## src/rtl/vec_chunk_buffer_pkg.sv

```systemverilog
// Shared types and sizing helpers for the ping-pong vector chunk buffer.
// Bank occupancy states and the chunk-count calculation live here.
package vec_chunk_buffer_pkg;

  typedef enum logic [1:0] {
    BANK_EMPTY   = 2'd0,
    BANK_FILLING = 2'd1,
    BANK_FULL    = 2'd2
  } bank_state_e;

  // Number of WorkingRegs-wide chunks needed to hold a vector (rounded up).
  function automatic int calc_chunks(input int vec_len, input int regs);
    return (vec_len + regs - 1) / regs;
  endfunction

endpackage

```

## src/rtl/vec_bank.sv

```systemverilog
// One vector bank: flip-flop array of Chunks x WorkingRegs bytes with a
// byte-granular write port and a combinational whole-chunk read port.
module vec_bank #(
  parameter int WorkingRegs = 4,
  parameter int Chunks      = 2,
  parameter int CW          = 1,
  parameter int LW          = 2
) (
  input  logic                        clk,
  input  logic                        we,
  input  logic                        clr,
  input  logic [CW-1:0]               wr_chunk,
  input  logic [LW-1:0]               wr_lane,
  input  logic [7:0]                  wr_byte,
  input  logic [CW-1:0]               rd_chunk,
  output logic [WorkingRegs-1:0][7:0] rd_data
);

  logic [WorkingRegs-1:0][7:0] mem_q [Chunks];

  // Clearing the last chunk zeroes its pad lanes; the write then lands on top.
  always_ff @(posedge clk) begin
    if (clr) begin
      mem_q[Chunks-1] <= '0;
    end
    if (we) begin
      mem_q[wr_chunk][wr_lane] <= wr_byte;
    end
  end

  assign rd_data = mem_q[rd_chunk];

endmodule

```

## src/rtl/vec_chunk_buffer.sv

```systemverilog
// Double-buffered vector store between two matrix-vector stages: elements are
// written one at a time into one bank while the other is read chunk by chunk.
module vec_chunk_buffer
  import vec_chunk_buffer_pkg::*;
#(
  parameter int VecLength   = 8,
  parameter int WorkingRegs = 4,
  parameter int ApplyRelu   = 1
) (
  input  logic                               clk_in,
  input  logic                               rst_in,
  input  logic                               wr_en,
  input  logic signed [7:0]                  wr_data,
  output logic                               wr_ready,
  input  logic                               rd_chunk_req,
  input  logic                               rd_ptr_rst,
  input  logic                               rd_release,
  output logic                               out_data_ready,
  output logic signed [WorkingRegs-1:0][7:0] out_data,
  output logic                               overflow,
  output logic                               underflow
);

  localparam int Chunks = calc_chunks(VecLength, WorkingRegs);
  localparam int EW     = (VecLength > 1) ? $clog2(VecLength) : 1;
  localparam int CW     = (Chunks > 1) ? $clog2(Chunks) : 1;
  localparam int LW     = (WorkingRegs > 1) ? $clog2(WorkingRegs) : 1;

  bank_state_e bank_q [2];
  bank_state_e bank_d [2];
  logic        wr_bank_q, wr_bank_d;
  logic        rd_bank_q, rd_bank_d;
  logic [EW-1:0] elem_q, elem_d;
  logic [CW-1:0] rd_ptr_q, rd_ptr_d;
  logic        overflow_q, overflow_d;
  logic        underflow_q, underflow_d;
  logic [WorkingRegs-1:0][7:0] out_q, out_d;

  logic          wr_accept;
  logic          first_write;
  logic          last_elem;
  logic [CW-1:0] wr_chunk;
  logic [LW-1:0] wr_lane;
  logic [7:0]    store_byte;
  logic [WorkingRegs-1:0][7:0] bank_rd [2];

  // State register.
  always_ff @(posedge clk_in or posedge rst_in) begin
    if (rst_in) begin
      bank_q[0]   <= BANK_EMPTY;
      bank_q[1]   <= BANK_EMPTY;
      wr_bank_q   <= 1'b0;
      rd_bank_q   <= 1'b0;
      elem_q      <= '0;
      rd_ptr_q    <= '0;
      overflow_q  <= 1'b0;
      underflow_q <= 1'b0;
      out_q       <= '0;
    end else begin
      bank_q[0]   <= bank_d[0];
      bank_q[1]   <= bank_d[1];
      wr_bank_q   <= wr_bank_d;
      rd_bank_q   <= rd_bank_d;
      elem_q      <= elem_d;
      rd_ptr_q    <= rd_ptr_d;
      overflow_q  <= overflow_d;
      underflow_q <= underflow_d;
      out_q       <= out_d;
    end
  end

  // Output / decode logic, all from pre-edge state.
  always_comb begin
    wr_ready       = (bank_q[wr_bank_q] != BANK_FULL);
    out_data_ready = (bank_q[rd_bank_q] == BANK_FULL);
    wr_accept      = wr_en && wr_ready;
    first_write    = (bank_q[wr_bank_q] == BANK_EMPTY);
    last_elem      = (elem_q == EW'(VecLength - 1));
    wr_chunk       = CW'(int'(elem_q) / WorkingRegs);
    wr_lane        = LW'(int'(elem_q) % WorkingRegs);
    store_byte     = (ApplyRelu != 0 && wr_data[7]) ? 8'd0 : wr_data;
  end

  // Next-state logic: write side and read side touch different banks.
  always_comb begin
    bank_d[0]   = bank_q[0];
    bank_d[1]   = bank_q[1];
    wr_bank_d   = wr_bank_q;
    rd_bank_d   = rd_bank_q;
    elem_d      = elem_q;
    rd_ptr_d    = rd_ptr_q;
    overflow_d  = overflow_q | (wr_en & ~wr_ready);
    underflow_d = underflow_q | (rd_chunk_req & ~out_data_ready);
    if (wr_accept) begin
      if (last_elem) begin
        bank_d[wr_bank_q] = BANK_FULL;
        elem_d            = '0;
        wr_bank_d         = ~wr_bank_q;
      end else begin
        bank_d[wr_bank_q] = BANK_FILLING;
        elem_d            = elem_q + 1'b1;
      end
    end
    if (rd_release && out_data_ready) begin
      bank_d[rd_bank_q] = BANK_EMPTY;
      rd_bank_d         = ~rd_bank_q;
      rd_ptr_d          = '0;
    end else if (rd_ptr_rst) begin
      rd_ptr_d = '0;
    end else if (rd_chunk_req && out_data_ready) begin
      rd_ptr_d = (rd_ptr_q == CW'(Chunks - 1)) ? '0 : rd_ptr_q + 1'b1;
    end
  end

  for (genvar b = 0; b < 2; b++) begin : g_bank
    vec_bank #(
      .WorkingRegs(WorkingRegs),
      .Chunks     (Chunks),
      .CW         (CW),
      .LW         (LW)
    ) u_bank (
      .clk     (clk_in),
      .we      (wr_accept && (int'(wr_bank_q) == b)),
      .clr     (wr_accept && first_write && (int'(wr_bank_q) == b)),
      .wr_chunk(wr_chunk),
      .wr_lane (wr_lane),
      .wr_byte (store_byte),
      .rd_chunk(rd_ptr_d),
      .rd_data (bank_rd[b])
    );
  end

  // Forward the byte written at this edge so a chunk completed by the final
  // write is already correct on out_data when out_data_ready rises.
  always_comb begin
    out_d = bank_rd[rd_bank_d];
    if (wr_accept && (wr_bank_q == rd_bank_d)) begin
      if (first_write && (rd_ptr_d == CW'(Chunks - 1))) begin
        out_d = '0;
      end
      if (wr_chunk == rd_ptr_d) begin
        out_d[wr_lane] = store_byte;
      end
    end
  end

  assign out_data  = out_q;
  assign overflow  = overflow_q;
  assign underflow = underflow_q;

endmodule
```

## config.mk

```make
export PLATFORM = sky130hd
export DESIGN_NAME = vec_chunk_buffer
export DESIGN_NICKNAME = d
export VERILOG_FILES = /design/src/rtl/vec_chunk_buffer_pkg.sv /design/src/rtl/vec_bank.sv /design/src/rtl/vec_chunk_buffer.sv
export SDC_FILE = /design/constraint.sdc
export NUM_CORES = 1
export LEC_CHECK = 0
export BUFFER_PORTS_ARGS = -buffer_cell sky130_fd_sc_hd__buf_2
export CAP_MARGIN = 20
export CORE_ASPECT_RATIO = 0.7
export CORE_UTILIZATION = 65
export CTS_CLUSTER_DIAMETER = 80
export CTS_CLUSTER_SIZE = 24
export DETAILED_ROUTE_END_ITERATION = 12
export HOLD_SLACK_MARGIN = 0.1
export PLACE_DENSITY = 0.82
export SLEW_MARGIN = 20
export SYNTH_ARGS = -nofsm -noshare
export SYNTH_HDL_FRONTEND = slang
export SYNTH_SLANG_ARGS = --single-unit
```

## constraint.sdc

```tcl
create_clock -name clk_in -period 5 [get_ports clk_in]
set_clock_uncertainty 0.1 [all_clocks]
set_input_delay 0 -clock clk_in [delete_from_list [all_inputs] [get_ports clk_in]]
set_output_delay 0 -clock clk_in [all_outputs]
set_load 0.02 [all_outputs]
```

# ---- After elaboration in Yosys (flattened, before gate mapping)
# Memory sizes are Yosys's and may differ from the RTL's.
# Index checks and enable logic that the tools add are counted.
dict set report totals {
  register_bits 44
  inputBits 14
  ram_bits 112
  n_memories 2
}
dict set report op_classes {
  add_sub_neg 2
  eq_ne 5
  bitwise 20
  reduce_logical 15
  magnitude_cmp 7
  n_mux 38
}
# memory depth width read_ports rd_clocked_by_memory_dff wr line
set mem_list {}
lappend mem_list {{g_bank[0].u_bank.mem_q} 2 28 1 0 2 vec_bank.sv:19} ;# logic [WorkingRegs-1:0][7:0] mem_q [Chunks];
lappend mem_list {{g_bank[1].u_bank.mem_q} 2 28 1 0 2 vec_bank.sv:19}
# operator count
set ops {}
lappend ops {{32-bit two-way mux} 9}
lappend ops {{32-bit bitwise mux} 1}
lappend ops {{8-bit demux with 2-bit select} 1}
lappend ops {{2-bit two-way mux} 8}
lappend ops {{1-bit logical AND} 13}
lappend ops {{4-bit two-way mux} 3}
lappend ops {{1-bit two-way mux} 11}
lappend ops {{8-bit two-way mux} 1}
lappend ops {{7-bit two-way mux} 1}
lappend ops {{2-bit greater-or-equal comparator (second input constant)} 3}
lappend ops {{1-bit inverter with 2-bit output} 3}
lappend ops {{1-bit inverter} 5}
lappend ops {{2-bit bitwise AND} 2}
lappend ops {{4-bit bitwise AND} 1}
lappend ops {{2-bit demux with 1-bit select} 2}
lappend ops {{2-bit by 1-bit < comparator with 1-bit output (second input constant)} 2}
lappend ops {{2-bit inverter} 2}
lappend ops {{4-bit inverter} 1}
lappend ops {{2-bit bitwise OR} 2}
lappend ops {{3-bit by 1-bit adder with 3-bit output (second input constant)} 1}
lappend ops {{3-bit == test (second input constant)} 1}
lappend ops {{2-bit by 3-bit < comparator with 1-bit output (second input constant)} 1}
lappend ops {{3-bit two-way mux} 1}
lappend ops {{1-bit bitwise AND} 2}
lappend ops {{8 further kinds} 10}

# ---- Longest topological paths before layout
# An unclocked memory read counts as a cell.
dict set report depth {
  depth_word 18
  mapped_depth 9
  ltp_nobuf 6
}

# ---- Cells and area by module
# From an unflattened synthesis, not the netlist that was laid out.
dict set report hier_totals {
  cells_unflattened 640
  area_unflattened_um2 8440.6
}
# mod instances area_each_um2 cells_per_inst
set by_module_without_submodules {}
lappend by_module_without_submodules {vec_bank 2 2658.8 150}
lappend by_module_without_submodules {vec_chunk_buffer 1 3123.0 340}

# ---- Least setup slack after synthesis
# Ideal clock, no wire load.
dict set report synth_timing {
  path_type {register to register}
  from {reg rd_bank_q}
  to {reg out_q (netlist bit out_data[24])}
  t_arrival_ns 2.179
  n_path_buf 3
  path_stages_with_launch 9
  path_slack_ns 2.643
  required_ns 4.822
  setup_ns 0.078
  path_cell_list {dfrtp_1 -> nand4bb_1 -> and3_1 -> buf_4 -> o21ai_2 -> buf_6 -> buf_12 -> mux4_2 -> o21ai_1}
}
# item line
set synth_lines {}
lappend synth_lines {{from (decl)} vec_chunk_buffer.sv:32} ;# logic rd_bank_q, rd_bank_d;
lappend synth_lines {{from (signal assigned)} vec_chunk_buffer.sv:63} ;# rd_bank_q <= rd_bank_d;
lappend synth_lines {{to (signal assigned)} vec_chunk_buffer.sv:68} ;# out_q <= out_d;
lappend synth_lines {{to (decl)} vec_chunk_buffer.sv:37} ;# logic [WorkingRegs-1:0][7:0] out_q, out_d;

==> flow_summary.json <==
{
  "critPathArrivalTime_ns": 3.55,
  "crit_fanout": 15,
  "yosys_warnings": 0,
  "critical_path_class": "flop to flop",
  "ir_drop_mv": 0.255,
  "dr.pass1.iters": 6,
  "via_count": 4818,
  "final_layout_size_suffix_gt1_frac": 0.186,
  "initial_core_util": 0.675,
  "ys_seq_area_frac": 0.620,
  "dieArea_um2": 11300,
  "drc": 0,
  "p_sw_frac": 0.218,
  "core_area_um2": 10400,
  "utilization": 0.762,
  "grt_max_degree": 41,
  "wl_per_cell_um": 22.5,
  "rsz0062_at_grt": "no",
  "clock_path_buffers": 2,
  "cts_tree": "yes",
  "fin_crit_sh": 0.664,
  "p_int_mw": 2.10,
  "die_width_um": 126,
  "p_comb_frac": 0.020,
  "p_per_area_nw_per_um2": 338,
  "place_area_um2": 7310,
  "maxCapViolCount": 0,
  "clk_pin_slew_worst_paths_ns": 0.07,
  "fin_cells": 755,
  "leakage_nw": 3.56,
  "area_growth_pct": 13.0,
  "avgViaCountPerCell": 6.38,
  "fillers": 624,
  "overflow": 0,
  "hold_viol_final": 0,
  "ctsHtreeMaxLevel": 4,
  "final_common_cell": "inv_1",
  "rows": 31,
  "ys_seq_elements": 152,
  "cp-end-kind": "flop",
  "insertion_delay_ns": 0.43,
  "synthCells": 567,
  "clock-sinks": 152,
  "slew_violations": 0,
  "required_ns": 5.23,
  "die_h_um": 89.1,
  "crit_path_cell_trace": "nand4bb_1 -> and3_1 -> o21ai_4 -> buf_4 -> mux4_2 -> o21ai_0",
  "multi_input_area_um2": 2030,
  "tns_ns": 0,
  "gr-usage-all-layers": 0.328,
  "num_antenna_cells": 0,
  "nets": 629,
  "numCtsBuffers": 17,
  "max_stage_delay_ns": 0.67,
  "synth.avg_cell_area_um2": 12.4,
  "regArea_um2": 4360,
  "cts_resized": 0,
  "p_seq_frac": 0.501,
  "setup_viol": 0,
  "synthDistinctLibCells": 50,
  "dpl.cell_count": 718,
  "grt_pass1_vias": 4769,
  "min_path_type": "input port to flop",
  "synth_top_area_cell": "edfxtp_1",
  "p_sw_uw": 588,
  "tightest_slew_ns": 1.08,
  "timing.hold.ws_ns": 0.134,
  "fmax_ghz": 0.301,
  "routed_wl_mm": 17.0,
  "grt_pass1_wl_mm": 26.1,
  "critPathLaunchType": "flop",
  "power.share.clock": 0.479,
  "slowest_stage": "o21ai_4",
  "yosysTopAreaCellShare": 0.478,
  "first_iter_violations": 577,
  "ioPinCount": 50,
  "final_cell_mix": "inv_1 (127), edfxtp_1 (112), nor2_1 (62)",
  "gp_congestion": 0.905,
  "antenna_found_initial": 0,
  "relSlewSlack": 0.278,
  "fin_area_um2": 7950,
  "synth_area_leaders": "edfxtp_1 (48%), dfrtp_1 (14%), mux4_2 (8.6%), inv_1 (6.8%), o2111ai_1 (4.0%)",
  "syn_area_um2": 7040,
  "root_buffer": "clkbuf_16",
  "status": "finished, final reports clean",
  "final_antenna_net_count": 0,
  "min_period_ns": 3.32,
  "numPortBuffers": 45,
  "hpwl_mm": 10.8
}
[critical path: cells and delay by family, from the launching register on]
kind / cells / cell delay (ns)
muxes: 1 / 0.56
buffers and inverters: 1 / 0.42
DFF: 1 / 0.46
AOI/OAI and AO/OA: 2 / 0.88
and+or+nand+nor: 2 / 0.77
[synth_stat cells (all sizes together)]
cell type,instances
o22ai,1
and4b,1
nor2,62
a31oi,5
inv,128
dfrtp,40
clkbuf,21
nand2b,9
and2b,1
nand4b,1
nor4bb,1
a21oi,4
a211o,2
nor3,6
mux2,2
o21ai,32
a21o,3
and2,9
o221ai,1
a21boi,1
buf,13
mux4,28
o311a,4
o21a,1
nand3b,3
o211a,1
nand3,2
nand2,21
nor2b,1
ha,5
o31ai,2
o211ai,1
a41oi,4
and3,1
nand4bb,1
conb,1
or3,2
o21bai,2
o2111ai,32
edfxtp,112
[cells by family (layout without fill, tap and decap cells)]
kind of cell,after synthesis,after routing,share of synthesized area
muxes,30,30,0.0933
DFF,152,152,0.620
other,1,4,0.000533
and+or+nand+nor,121,121,0.0810
buffers and inverters,162,215,0.0947
adders and majority gates,5,5,0.00888
AOI/OAI and AO/OA,96,96,0.102
[per-stage QoR]
step / setup WS (ns) / power (mW)
finish: 1.68 / 2.69
global route: 1.47 / 2.75
CTS: 1.66 / 2.69
detailed placement: 1.73 / 1.42
global placement: 1.91 / 1.42
floorplan: 2.64 / 1.40
[flip-flops by register name (all words and copies together) (netlist names)]
name / count
rd_ptr_q: 1
elem_q: 3
g_bank.u_bank.mem_q: 112
bank_q: 4
out_data: 28
wr_bank_q: 1
overflow: 1
rd_bank_q: 1
underflow: 1
[timing repair]
item	CTS	global route
setup buffers	0	0
hold buffers	4	0
hold endpoints to repair	48	0
[power groups by stage]
stage / registers [mW] / clock network (mW) / logic (mW)
final: 1.35 / 1.29 / 0.0546
after global routing: 1.35 / 1.34 / 0.0577
after CTS: 1.35 / 1.29 / 0.0530
after detailed placement: 1.37 / 0 / 0.0503
after global placement: 1.37 / 0 / 0.0488
after floorplan: 1.37 / 0 / 0.0278
[area by class of cell]
class	count	area share
Multi-Input combinational cell	256	0.256
Sequential cell	152	0.549
Tap cell	132	0.0208
Inverter	128	0.0604
Clock buffer	17	0.0535
Clock inverter	15	0.0211
Timing Repair Buffer	55	0.0400
[metal layers]
layer,up-vias,GRT usage,wire [um]
li1,2064,-,-
met1,2330,0.437,6630
met3,73,0.0898,1890
met5,-,0,0
met4,0,0.163,612
met2,351,0.512,7890
[path summary, 6_finish.rpt]
kind,to,cells past startpoint,slack [ns],from
min,g_bank[0].u_bank.mem_q[1][6],3,0.13,wr_data[6]
min in group asynchronous,wr_bank_q,4,0.14,rst_in
max in group asynchronous,out_data[4],4,4.28,rst_in
max reg2reg,out_data[16],6,1.68,rd_bank_q
min reg2reg,overflow,1,0.37,overflow
max,out_data[16],6,1.68,rd_bank_q
Note: power is estimated with default switching activity, not from simulation.
